<file path="src/rtl/mips_pkg.sv">
// rtl/mips_pkg.sv - shared fetch-stage widths, FSM state and FIFO entry types
package mips_pkg;

  localparam int PC_W    = 30;
  localparam int INSTR_W = 32;

  typedef enum logic [1:0] {
    BOOT = 2'd0,
    RUN  = 2'd1,
    KILL = 2'd2
  } fetch_state_t;

  typedef struct packed {
    logic [INSTR_W-1:0] instr;
    logic [PC_W-1:0]    incPC;
  } fetch_entry_t;

endpackage

</file>
<file path="src/rtl/fetch_fifo.sv">
// rtl/fetch_fifo.sv - synchronous FIFO of fetched {instr, incPC} entries with flush
module fetch_fifo
  import mips_pkg::*;
#(
  parameter int DEPTH = 2
)(
  input  logic                   clk,
  input  logic                   rst,
  input  logic                   push,
  input  fetch_entry_t           wdata,
  input  logic                   pop,
  input  logic                   flush,
  output fetch_entry_t           rdata,
  output logic [$clog2(DEPTH):0] count
);

  localparam int AW = $clog2(DEPTH);
  localparam int CW = AW + 1;

  fetch_entry_t  mem [DEPTH];
  logic [AW-1:0] rd_ptr;
  logic [AW-1:0] wr_ptr;

  assign rdata = mem[rd_ptr];

  always_ff @(posedge clk) begin
    if (rst) begin
      rd_ptr <= '0;
      wr_ptr <= '0;
      count  <= '0;
      for (int i = 0; i < DEPTH; i++) mem[i] <= '0;
    end else if (flush) begin
      rd_ptr <= '0;
      wr_ptr <= '0;
      count  <= '0;
    end else begin
      if (push) begin
        mem[wr_ptr] <= wdata;
        wr_ptr      <= wr_ptr + AW'(1);
      end
      if (pop) rd_ptr <= rd_ptr + AW'(1);
      case ({push, pop})
        2'b10:   count <= count + CW'(1);
        2'b01:   count <= count - CW'(1);
        default: count <= count;
      endcase
    end
  end

endmodule

</file>
<file path="src/rtl/fetch_unit.sv">
// rtl/fetch_unit.sv - PC register and instruction-fetch stage with fetch FIFO
// Define FETCH_PERF_CNT_EN to add saturating redirect and decode-stall counters.
module fetch_unit
  import mips_pkg::*;
#(
  parameter int              DEPTH    = 2,
  parameter logic [PC_W-1:0] RESET_PC = '0
)(
  input  logic               i_clk,
  input  logic               i_rst,
  input  logic               i_PCSrc,
  input  logic [PC_W-1:0]    i_addr,
  output logic               o_imem_req,
  output logic [PC_W-1:0]    o_imem_addr,
  input  logic               i_imem_gnt,
  input  logic [INSTR_W-1:0] i_imem_rdata,
  output logic               o_valid,
  output logic [INSTR_W-1:0] o_instr,
  output logic [PC_W-1:0]    o_incPC,
  input  logic               i_ready
`ifdef FETCH_PERF_CNT_EN
  ,
  output logic [31:0]        o_redirect_cnt,
  output logic [31:0]        o_stall_cnt
`endif
);

  localparam int CW = $clog2(DEPTH) + 1;
  localparam int UW = CW + 1;

  fetch_state_t    state;
  fetch_state_t    state_next;
  logic [PC_W-1:0] pc;
  logic [PC_W-1:0] req_inc_pc;
  logic            inflight;
  logic            req;
  logic            grant;
  logic            push;
  logic            pop;
  logic            nonempty;
  logic [CW-1:0]   count;
  logic [UW-1:0]   used;
  fetch_entry_t    head;
  fetch_entry_t    last_head;
  fetch_entry_t    push_entry;

  assign nonempty    = (count != '0);
  assign o_valid     = nonempty & ~i_PCSrc;
  assign pop         = o_valid & i_ready;
  assign grant       = req & i_imem_gnt;
  assign o_imem_req  = req;
  assign o_imem_addr = pc;
  assign o_instr     = nonempty ? head.instr : last_head.instr;
  assign o_incPC     = nonempty ? head.incPC : last_head.incPC;

  assign push_entry.instr = i_imem_rdata;
  assign push_entry.incPC = req_inc_pc;

  always_ff @(posedge i_clk) begin
    if (i_rst) state <= BOOT;
    else       state <= state_next;
  end

  always_comb begin
    state_next = state;
    case (state)
      BOOT:    state_next = RUN;
      RUN:     if (i_PCSrc && inflight) state_next = KILL;
      KILL:    state_next = RUN;
      default: state_next = BOOT;
    endcase
  end

  // A pop this cycle frees a slot, which keeps one fetch per cycle sustainable.
  always_comb begin
    used = {1'b0, count} + {{CW{1'b0}}, inflight} - {{CW{1'b0}}, pop};
    req  = (state == RUN) && !i_PCSrc && (used < UW'(DEPTH));
    push = inflight && (state != KILL) && !i_PCSrc;
  end

  always_ff @(posedge i_clk) begin
    if (i_rst) begin
      pc         <= RESET_PC;
      inflight   <= 1'b0;
      req_inc_pc <= '0;
      last_head  <= '0;
    end else begin
      inflight <= grant;
      if (i_PCSrc)    pc <= i_addr;
      else if (grant) pc <= pc + PC_W'(1);
      if (grant)      req_inc_pc <= pc + PC_W'(1);
      if (nonempty)   last_head <= head;
    end
  end

  fetch_fifo #(.DEPTH(DEPTH)) u_fifo (
    .clk   (i_clk),
    .rst   (i_rst),
    .push  (push),
    .wdata (push_entry),
    .pop   (pop),
    .flush (i_PCSrc),
    .rdata (head),
    .count (count)
  );

`ifdef FETCH_PERF_CNT_EN
  always_ff @(posedge i_clk) begin
    if (i_rst) begin
      o_redirect_cnt <= '0;
      o_stall_cnt    <= '0;
    end else begin
      if (i_PCSrc && (o_redirect_cnt != '1))           o_redirect_cnt <= o_redirect_cnt + 32'd1;
      if (o_valid && !i_ready && (o_stall_cnt != '1)) o_stall_cnt    <= o_stall_cnt + 32'd1;
    end
  end
`endif

endmodule
</file>
<file path="config.mk">
export PLATFORM = sky130hd
export DESIGN_NAME = fetch_unit
export DESIGN_NICKNAME = d
export VERILOG_FILES = /design/src/rtl/mips_pkg.sv /design/src/rtl/fetch_fifo.sv /design/src/rtl/fetch_unit.sv
export SDC_FILE = /design/constraint.sdc
export NUM_CORES = 1
export LEC_CHECK = 0
export ABC_AREA = 1
export CORE_UTILIZATION = 45
export DETAILED_ROUTE_END_ITERATION = 10
export HOLD_SLACK_MARGIN = 0.05
export PLACE_DENSITY = 0.78
export SLEW_MARGIN = 20
export SYNTH_ARGS = -nofsm -noshare
export SYNTH_HDL_FRONTEND = slang
export SYNTH_SLANG_ARGS = --single-unit
</file>
<file path="constraint.sdc">
create_clock -name i_clk -period 4.05 [get_ports i_clk]
set_input_delay 1.0125 -clock i_clk [delete_from_list [all_inputs] [get_ports i_clk]]
set_output_delay 1.0125 -clock i_clk [all_outputs]
set_load 0.05 [all_outputs]
</file>
**Yosys cells after proc, flatten, opt, wreduce, memory -nomap -nowiden**

Memory sizes are Yosys's and may differ from the RTL's. A register that Yosys moved wholly into a read port is not among the register bits.
Cells that the tools add are included.

- Logic and storage cells: 59
- Memory bits (writable): 124
- Memories kept: 1
- Register bits: 129

- Bitwise logic cells: 4
- Equal/unequal tests: 6
- Reductions and logical operators: 13
- Mux-type cells: 18
- Magnitude comparators: 1
- Add/subtract/negate cells: 7

Memories:

| name | words | bits a word | read ports | clocked after Yosys merged registers in | wr ports | RTL line | source |
|---|---|---|---|---|---|---|---|
| u_fifo.mem | 2 | 62 | 1 | 1 | 2 | fetch_fifo.sv:20 | `fetch_entry_t mem [DEPTH];` |

Operators by type and width:

| cell | number |
|---|---|
| $mux 30 | 3 |
| $mux 62 | 1 |
| $reduce_or 62->1 | 1 |
| $mux 32 | 1 |
| $add 30x1->30 const B | 1 |
| $mux 1 | 10 |
| $pmux 2 s2 | 2 |
| $reduce_bool 2->1 | 3 |
| $logic_and 1x1->1 | 5 |
| $eq 2x1->1 const B | 2 |
| $eq 2x2->1 const B | 2 |
| $ne 2x2->1 const B | 2 |
| $reduce_or 2->1 | 2 |
| $add 2x1->3 | 1 |
| $and 1x1->1 | 3 |
| $lt 3x2->1 const B | 1 |
| $sub 3x1->3 | 1 |
| $add 1x1->1 const B | 2 |
| $add 2x1->2 const B | 1 |
| $logic_not 2->1 | 1 |
| $mux 2 | 1 |
| $sub 2x1->2 const B | 1 |
| $logic_not 1->1 | 1 |
| $not 1->1 | 1 |

**Logic depth before layout (Yosys ltp)**

Gate-level depths: netlist of run 1.

- Depth after elaboration: 9
- Mapped depth: 19
- Mapped depth without buffers: 17

**Cells and area by module**

From an unflattened synthesis of run 1, not the netlist that was laid out.

- Cells, all modules: 1,339
- Area total of the unflattened synthesis: 11,609.9 sq um

Modules (own cells, without submodules):

| module | sequential area each (sq um) | cells an instance | instances | area each (sq um) |
|---|---|---|---|---|
| fetch_unit | 2,502.4 | 915 | 1 | 5,898.2 |
| fetch_fifo | 3,823.7 | 424 | 1 | 5,711.7 |

**Worst setup path after synthesis of run 1**

Ideal clock, no wire load.

- Path kind: in2out
- Start: input i_PCSrc
- End: output o_imem_req
- Data arrival time: 3.363 ns
- Slack: -0.326 ns
- Stages: 12
- Buffers on the path: 1
- Cells stage by stage: buf_6 > nor2_1 > nand2_1 > inv_1 > ha_1 > inv_1 > nand2_1 > fa_1 > inv_1 > nor2_2 > nand2_2 > nor2_4

- Longest elaborated chain between the ends: 6
- Elaborated cells between the ends (all ways): 8
- Classes of those cells: add/sub: 1; order compare: 1; bitwise: 3; reduce/logical: 3

Ends and longest elaborated chain:

| element | RTL line | source |
|---|---|---|
| from (decl) | fetch_unit.sv:11 | `input logic i_PCSrc,` |
| $not 1->1 | fetch_unit.sv:48 | `assign o_valid = nonempty & ~i_PCSrc;` |
| $and 1x1->1 | fetch_unit.sv:48 |  |
| via o_valid | fetch_unit.sv:17 | `output logic o_valid,` |
| $and 1x1->1 | fetch_unit.sv:49 | `assign pop = o_valid & i_ready;` |
| via pop | fetch_unit.sv:39 | `logic pop;` |
| $sub 3x1->3 | fetch_unit.sv:76 | `used = {1'b0, count} + {{CW{1'b0}}, inflight} - {{CW{1'b0}}, pop};` |
| $lt 3x2->1 | fetch_unit.sv:77 | `req = (state == RUN) && !i_PCSrc && (used < UW'(DEPTH));` |
| $logic_and 1x1->1 | fetch_unit.sv:77 |  |
| to (decl) | fetch_unit.sv:13 | `output logic o_imem_req,` |

The timed path passes the listed nets, and every way through them passes these cells.

**Final worst setup path of run 1**

- Start: input i_ready
- End: output o_imem_req

- Longest elaborated chain between the ends: 4

Ends and longest elaborated chain:

| element | RTL line | source |
|---|---|---|
| from (decl) | fetch_unit.sv:20 | `input logic i_ready` |
| $and 1x1->1 | fetch_unit.sv:49 |  |
| via pop | fetch_unit.sv:39 |  |
| $sub 3x1->3 | fetch_unit.sv:76 |  |
| $lt 3x2->1 | fetch_unit.sv:77 |  |
| $logic_and 1x1->1 | fetch_unit.sv:77 |  |

The timed path passes the listed nets, and every way through them passes these cells.

==> impl_metrics.json, run 1 <==
{
  "outcome": "finished, final reports clean",
  "dominantRegCellSynth": "dfxtp_1",
  "clk_latency_ns": 0.53,
  "io_pins": 161,
  "antenna_cells": 0,
  "yosysWarnings": 0,
  "cts_root_buffer": "clkbuf_16",
  "synth_edf_count": 124,
  "busiest_layer": "met2",
  "grt_pass1_wl_um": 44500,
  "setup_slack_ns": 0.112,
  "final_nets": 1484,
  "routed_wl_um": 28100,
  "area_growth_pct": 27.5,
  "place_congestion": 0.870,
  "hold_buffers": 0,
  "antenna_found_initial": 0,
  "layout-drive-gt1-share": 0.112,
  "wl_per_cell_um": 16.0,
  "async_flop_share": 0,
  "finalSetupTns_ns": 0,
  "final_common_cell": "nand2_1",
  "use_met2": 0.377,
  "crit_required_ns": 3.04,
  "tritoncts": "built",
  "die_width_um": 158,
  "clock_path_buffers": 3,
  "rsz0062_at_grt": "no",
  "dp_slack_ns": -0.0809,
  "die_y_um": 158,
  "dr.pass1.iters": 5,
  "cp.arrival_ns": 2.93,
  "finClkSkew_ns": 0.00825,
  "p_per_area_nw_per_um2": 415,
  "num-fill-cells": 2048,
  "first_iter_violations": 710,
  "final_hold_viol_count": 0,
  "avgSynthCellArea_um2": 8.63,
  "fmax_ghz": 0.254,
  "grt_max_degree": 67,
  "grt_use_total": 0.225,
  "via_count": 9152,
  "critPathKind": "input port to primary output",
  "start_util": 0.464,
  "hp-class": "flip-flop to flip-flop",
  "end_kind": "primary output",
  "fin_crit_ns": 3.94,
  "slew-limit-headroom": 0.440,
  "overflow": 0,
  "num_rows": 56,
  "synthDistinctLibCells": 36,
  "ys_ff_latch": 254,
  "drc_errors": 0,
  "drv_cap": 0,
  "io_buffers": 160,
  "post-cts-setup-buffers": 0,
  "dp_hpwl_um": 16900,
  "cts_resized": 1,
  "fin_crit_sh": 0.972,
  "final_cell_mix": "236 x nand2_1, 168 x nor2_1, 159 x a21oi_1",
  "cts_sinks": 254,
  "antenna_left": 0,
  "ys_seq_area_frac": 0.576,
  "synth_area_um2": 11000,
  "syn-num-nets": 1344,
  "crit_path_start_kind": "input port",
  "grt_pass1_vias": 8941,
  "coreArea_um2": 23700,
  "setup_viol": 0,
  "met3_usage": 0.0370,
  "critPathMaxFanout": 2,
  "synthCells": 1273,
  "clk_pin_slew_ns": 0.06,
  "ir_worst_vdd_uv": 245,
  "worst_pin_slew_ns": 0.840,
  "post-route-util": 0.591,
  "power_leakage_uw": 0.00554,
  "cts_max_level": 1,
  "maxSlewViolCount": 0,
  "vias_per_cell": 5.22,
  "cts-buffers-inserted": 26,
  "dieArea_um2": 25000,
  "met1_usage": 0.296
}
==> cell usage after synthesis (3+ instances only) <==
cell type  number  area share
nand3_1        33       0.015
edfxtp_1      124        0.34
xor2_1          5      0.0040
buf_1           4      0.0014
nor2_1        169       0.058
o21ai_1        18      0.0082
inv_1         115       0.039
nor2_2          4      0.0023
buf_2          32       0.015
nor2_4          6      0.0062
and2_1         63       0.036
nand2_1       238       0.081
nand2_2         6      0.0034
a21oi_1       159       0.072
o21a_1          3      0.0021
buf_6           3      0.0031
clkbuf_1       32       0.011
ha_1            3      0.0034
dfxtp_1       130        0.24
nor3_1         62       0.028
o21ai_0        45       0.021
==> area by class of cell <==
| type | instances | area, µm² | share of cell area |
|---|---|---|---|
| timing repair buffer | 185 | 2030 | 0.145 |
| multi-input combinational | 829 | 3890 | 0.278 |
| sequential | 254 | 6330 | 0.452 |
| clock buffer | 36 | 751 | 0.0536 |
| clock inverter | 12 | 165 | 0.0118 |
| tap | 319 | 399 | 0.0285 |
| inverter | 117 | 440 | 0.0315 |
==> sequential cells by signal (all words and copies together), names as in the netlist, named ones only <==
register / cells
inflight: 1
last_head: 62
o_imem_addr: 30
req_inc_pc: 30
state: 2
u_fifo.count: 2
u_fifo.mem: 124
u_fifo.rd_ptr: 1
u_fifo.wr_ptr: 1
==> through the flow <==
step	cells	cell area (µm²)	total power (µW)	hold WS, ns
detailed placement	1704	13100	3330	0.444
global route	1752	14000	5980	0.487
CTS	1752	14000	5860	0.453
finish	1752	14000	5810	0.463
floorplan	1273	11000	3120	0.421
global placement	1704	13100	3330	0.431
==> final timing paths <==
path	to	cells after the start	startpoint	slack [ns]
min	state[0]$_SDFFE_PP0P_	1	state[0]$_SDFFE_PP0P_	0.46
max	o_imem_req	12	i_ready	0.11
min reg2reg	state[0]$_SDFFE_PP0P_	1	state[0]$_SDFFE_PP0P_	0.46
max reg2reg	req_inc_pc[5]$_SDFFE_PP0P_	16	u_fifo.count[0]$_SDFFE_PP0P_	1.40
==> per-layer routing <==
layer | routed length (µm) | up-vias
li1 | - | 4428
met1 | 12100 | 4297
met2 | 13300 | 378
met3 | 2080 | 49
met4 | 642 | 0
met5 | 0 | -
==> worst max-delay path, stage by stage <==
cell and delay, ns:
clkdlybuf4s50_1 0.48, nand2_1 0.07, inv_1 0.08, ha_1 0.23
inv_1 0.05, nand2_1 0.05, fa_1 0.48, inv_1 0.05
nor2_2 0.08, nand2_2 0.07, nor2_4 0.13, buf_12 0.15
==> kinds of logic (layout without fill, tap and decap cells) <==
family	after synthesis	after routing	share of synthesized area
fa+ha+maj	4	4	0.00524
flops	254	254	0.576
buf+inv	190	350	0.0714
simple gates	587	587	0.234
xor+xnor	7	7	0.00558
compound gates	231	231	0.107
==> report_power, final <==
group | internal, µW | leakage [µW] | switching, µW
clock | 1550 | 0.000447 | 981
combinational | 180 | 0.00274 | 296
sequential | 2760 | 0.00235 | 42.6
Power figures use the tool's default switching activity.
==> run 2, diff against run 1 <==
--- a/config.mk
+++ b/config.mk
@@ -10,6 +10,7 @@
 export DETAILED_ROUTE_END_ITERATION = 10
 export HOLD_SLACK_MARGIN = 0.05
 export PLACE_DENSITY = 0.78
+export SETUP_SLACK_MARGIN = 0.2
 export SLEW_MARGIN = 20
 export SYNTH_ARGS = -nofsm -noshare
 export SYNTH_HDL_FRONTEND = slang
==> impl_metrics.json, run 2 (synthesis results as in run 1) <==
{
  "outcome": "finished, final reports clean",
  "maxSlewViolCount": 0,
  "crit_buf_inv": 5,
  "final_nets": 1488,
  "dr.pass1.iters": 7,
  "fin_cells": 1755,
  "num-fill-cells": 2038,
  "setup_slack_ns": 0.328,
  "via_count": 9107,
  "cts_root_buffer": "clkbuf_16",
  "critPathKind": "input port to primary output",
  "cts_sinks": 254,
  "slew-limit-headroom": 0.447,
  "clkPwrFrac": 0.432,
  "worst_pin_slew_ns": 0.829,
  "crit_required_ns": 3.04,
  "end_kind": "primary output",
  "cp.arrival_ns": 2.71,
  "place_area_um2": 13100,
  "final_cell_mix": "235 x nand2_1, 168 x nor2_1, 159 x a21oi_1",
  "fin_crit_ns": 3.72,
  "worstSetupPathDepth": 12,
  "dieArea_um2": 25000,
  "p_int_uw": 4450,
  "dp_slack_ns": -0.0368,
  "tritoncts": "built",
  "cts-buffers-inserted": 27,
  "slowest_stage": "fa_1",
  "fmax_ghz": 0.269,
  "io_buffers": 160,
  "crit_path_start_kind": "input port",
  "wl_per_cell_um": 16.0,
  "p_sw_frac": 0.230,
  "setup_viol": 0,
  "cp_slowest_stage_delay_ns": 0.47,
  "dp_hpwl_um": 16700,
  "num_rows": 56,
  "grt_pass1_vias": 8897,
  "drv_cap": 0,
  "die_width_um": 158,
  "clock_path_buffers": 3,
  "rr_worst_depth": 18,
  "coreArea_um2": 23700,
  "fin_crit_sh": 0.919,
  "ir_worst_vdd_uv": 236,
  "regMostFlops": "u_fifo.mem",
  "rsz0062_at_grt": "no",
  "hold_buffers": 0,
  "largest_registers": "u_fifo.mem: 124 flops, last_head: 62 flops",
  "antenna_left": 0,
  "final_common_cell": "nand2_1",
  "first_iter_violations": 660,
  "hold_ws_ns": 0.460,
  "final_hold_viol_count": 0,
  "p_per_area_nw_per_um2": 411,
  "io_pins": 161,
  "grt_max_degree": 67,
  "layout-drive-gt1-share": 0.117,
  "clk_pin_slew_ns": 0.06,
  "pwr-share-comb": 0.083,
  "antenna_cells": 0,
  "switchingPower_uw": 1330,
  "path_delay_family": "adder cells",
  "grt_pass1_wl_um": 44900,
  "grt_use_total": 0.227,
  "vias_per_cell": 5.19,
  "start_util": 0.464,
  "p_seq_frac": 0.485,
  "post-route-util": 0.594,
  "dp.cells": 1703,
  "area_growth_pct": 28.1,
  "fin_area_um2": 14100,
  "largest_register_ffs": 124,
  "finClkSkew_ns": 0.0115,
  "cts_max_level": 1,
  "clk_latency_ns": 0.52,
  "antenna_found_initial": 0,
  "critPathMaxFanout": 2,
  "crit_chain": "dlygate4sd2_1 -> nand2_2 -> inv_2 -> ha_4 -> inv_1 -> nand2_1 -> fa_1 -> inv_1 -> nor2_2 -> nand2_2 -> nor2_4 -> buf_12",
  "overflow": 0,
  "hp-class": "flip-flop to flip-flop",
  "holdPathStages": 1,
  "routed_wl_um": 28100,
  "place_congestion": 0.881,
  "power_leakage_uw": 0.00556,
  "drc_errors": 0,
  "die_y_um": 158
}
[run 2: cell type report]
cell class,instances,area (µm²),share of cell area
well taps,319,399,0.0284
clock buffers,37,763,0.0542
clock inverters,11,141,0.0100
multi-input cells,829,3900,0.277
inverters,117,440,0.0313
flip-flops and latches,254,6330,0.450
repair buffers,188,2100,0.149
[run 2: worst paths after layout]
| path | from | end | slack [ns] |
|---|---|---|---|
| setup / recovery | i_ready | o_imem_req | 0.33 |
| setup reg to reg | u_fifo.count[0]$_SDFFE_PP0P_ | req_inc_pc[21]$_SDFFE_PP0P_ | 1.29 |
| hold / removal | state[1]$_SDFFE_PP0P_ | state[1]$_SDFFE_PP0P_ | 0.46 |
| hold reg to reg | state[1]$_SDFFE_PP0P_ | state[1]$_SDFFE_PP0P_ | 0.46 |
[run 2: routing by layer]
layer	GRT usage	wire length, µm
met5	0	0
met4	0.0737	699
met1	0.294	12000
met3	0.0375	2130
met2	0.384	13300
[run 2: metrics by stage]
stage	TNS, ns	power, µW
floorplan	0	3120
global placement	0	3330
detailed placement	-0.0368	3340
CTS	0	5830
global route	0	5960
finish	0	5780
[run 2: timing repair]
action,in CTS,in global routing
buffers inserted,2,2
setup endpoints to repair,1,1
pin swaps,2,3
resized for setup,3,2
[run 2: power by group through the flow]
stage | Combinational, µW | Clock (µW) | Sequential, µW
finish | 479 | 2500 | 2800
global route | 515 | 2640 | 2810
CTS | 481 | 2550 | 2800
detailed placement | 479 | 0 | 2860
global placement | 473 | 0 | 2860
floorplan | 211 | 0 | 2910
==> run 3, diff against run 2 <==
--- a/config.mk
+++ b/config.mk
@@ -6,6 +6,7 @@
 export NUM_CORES = 1
 export LEC_CHECK = 0
 export ABC_AREA = 1
+export CAP_MARGIN = 20
 export CORE_UTILIZATION = 45
 export DETAILED_ROUTE_END_ITERATION = 10
 export HOLD_SLACK_MARGIN = 0.05
==> results of run 3 <==
Final layout, timing and power as in run 2 (identical DEF).
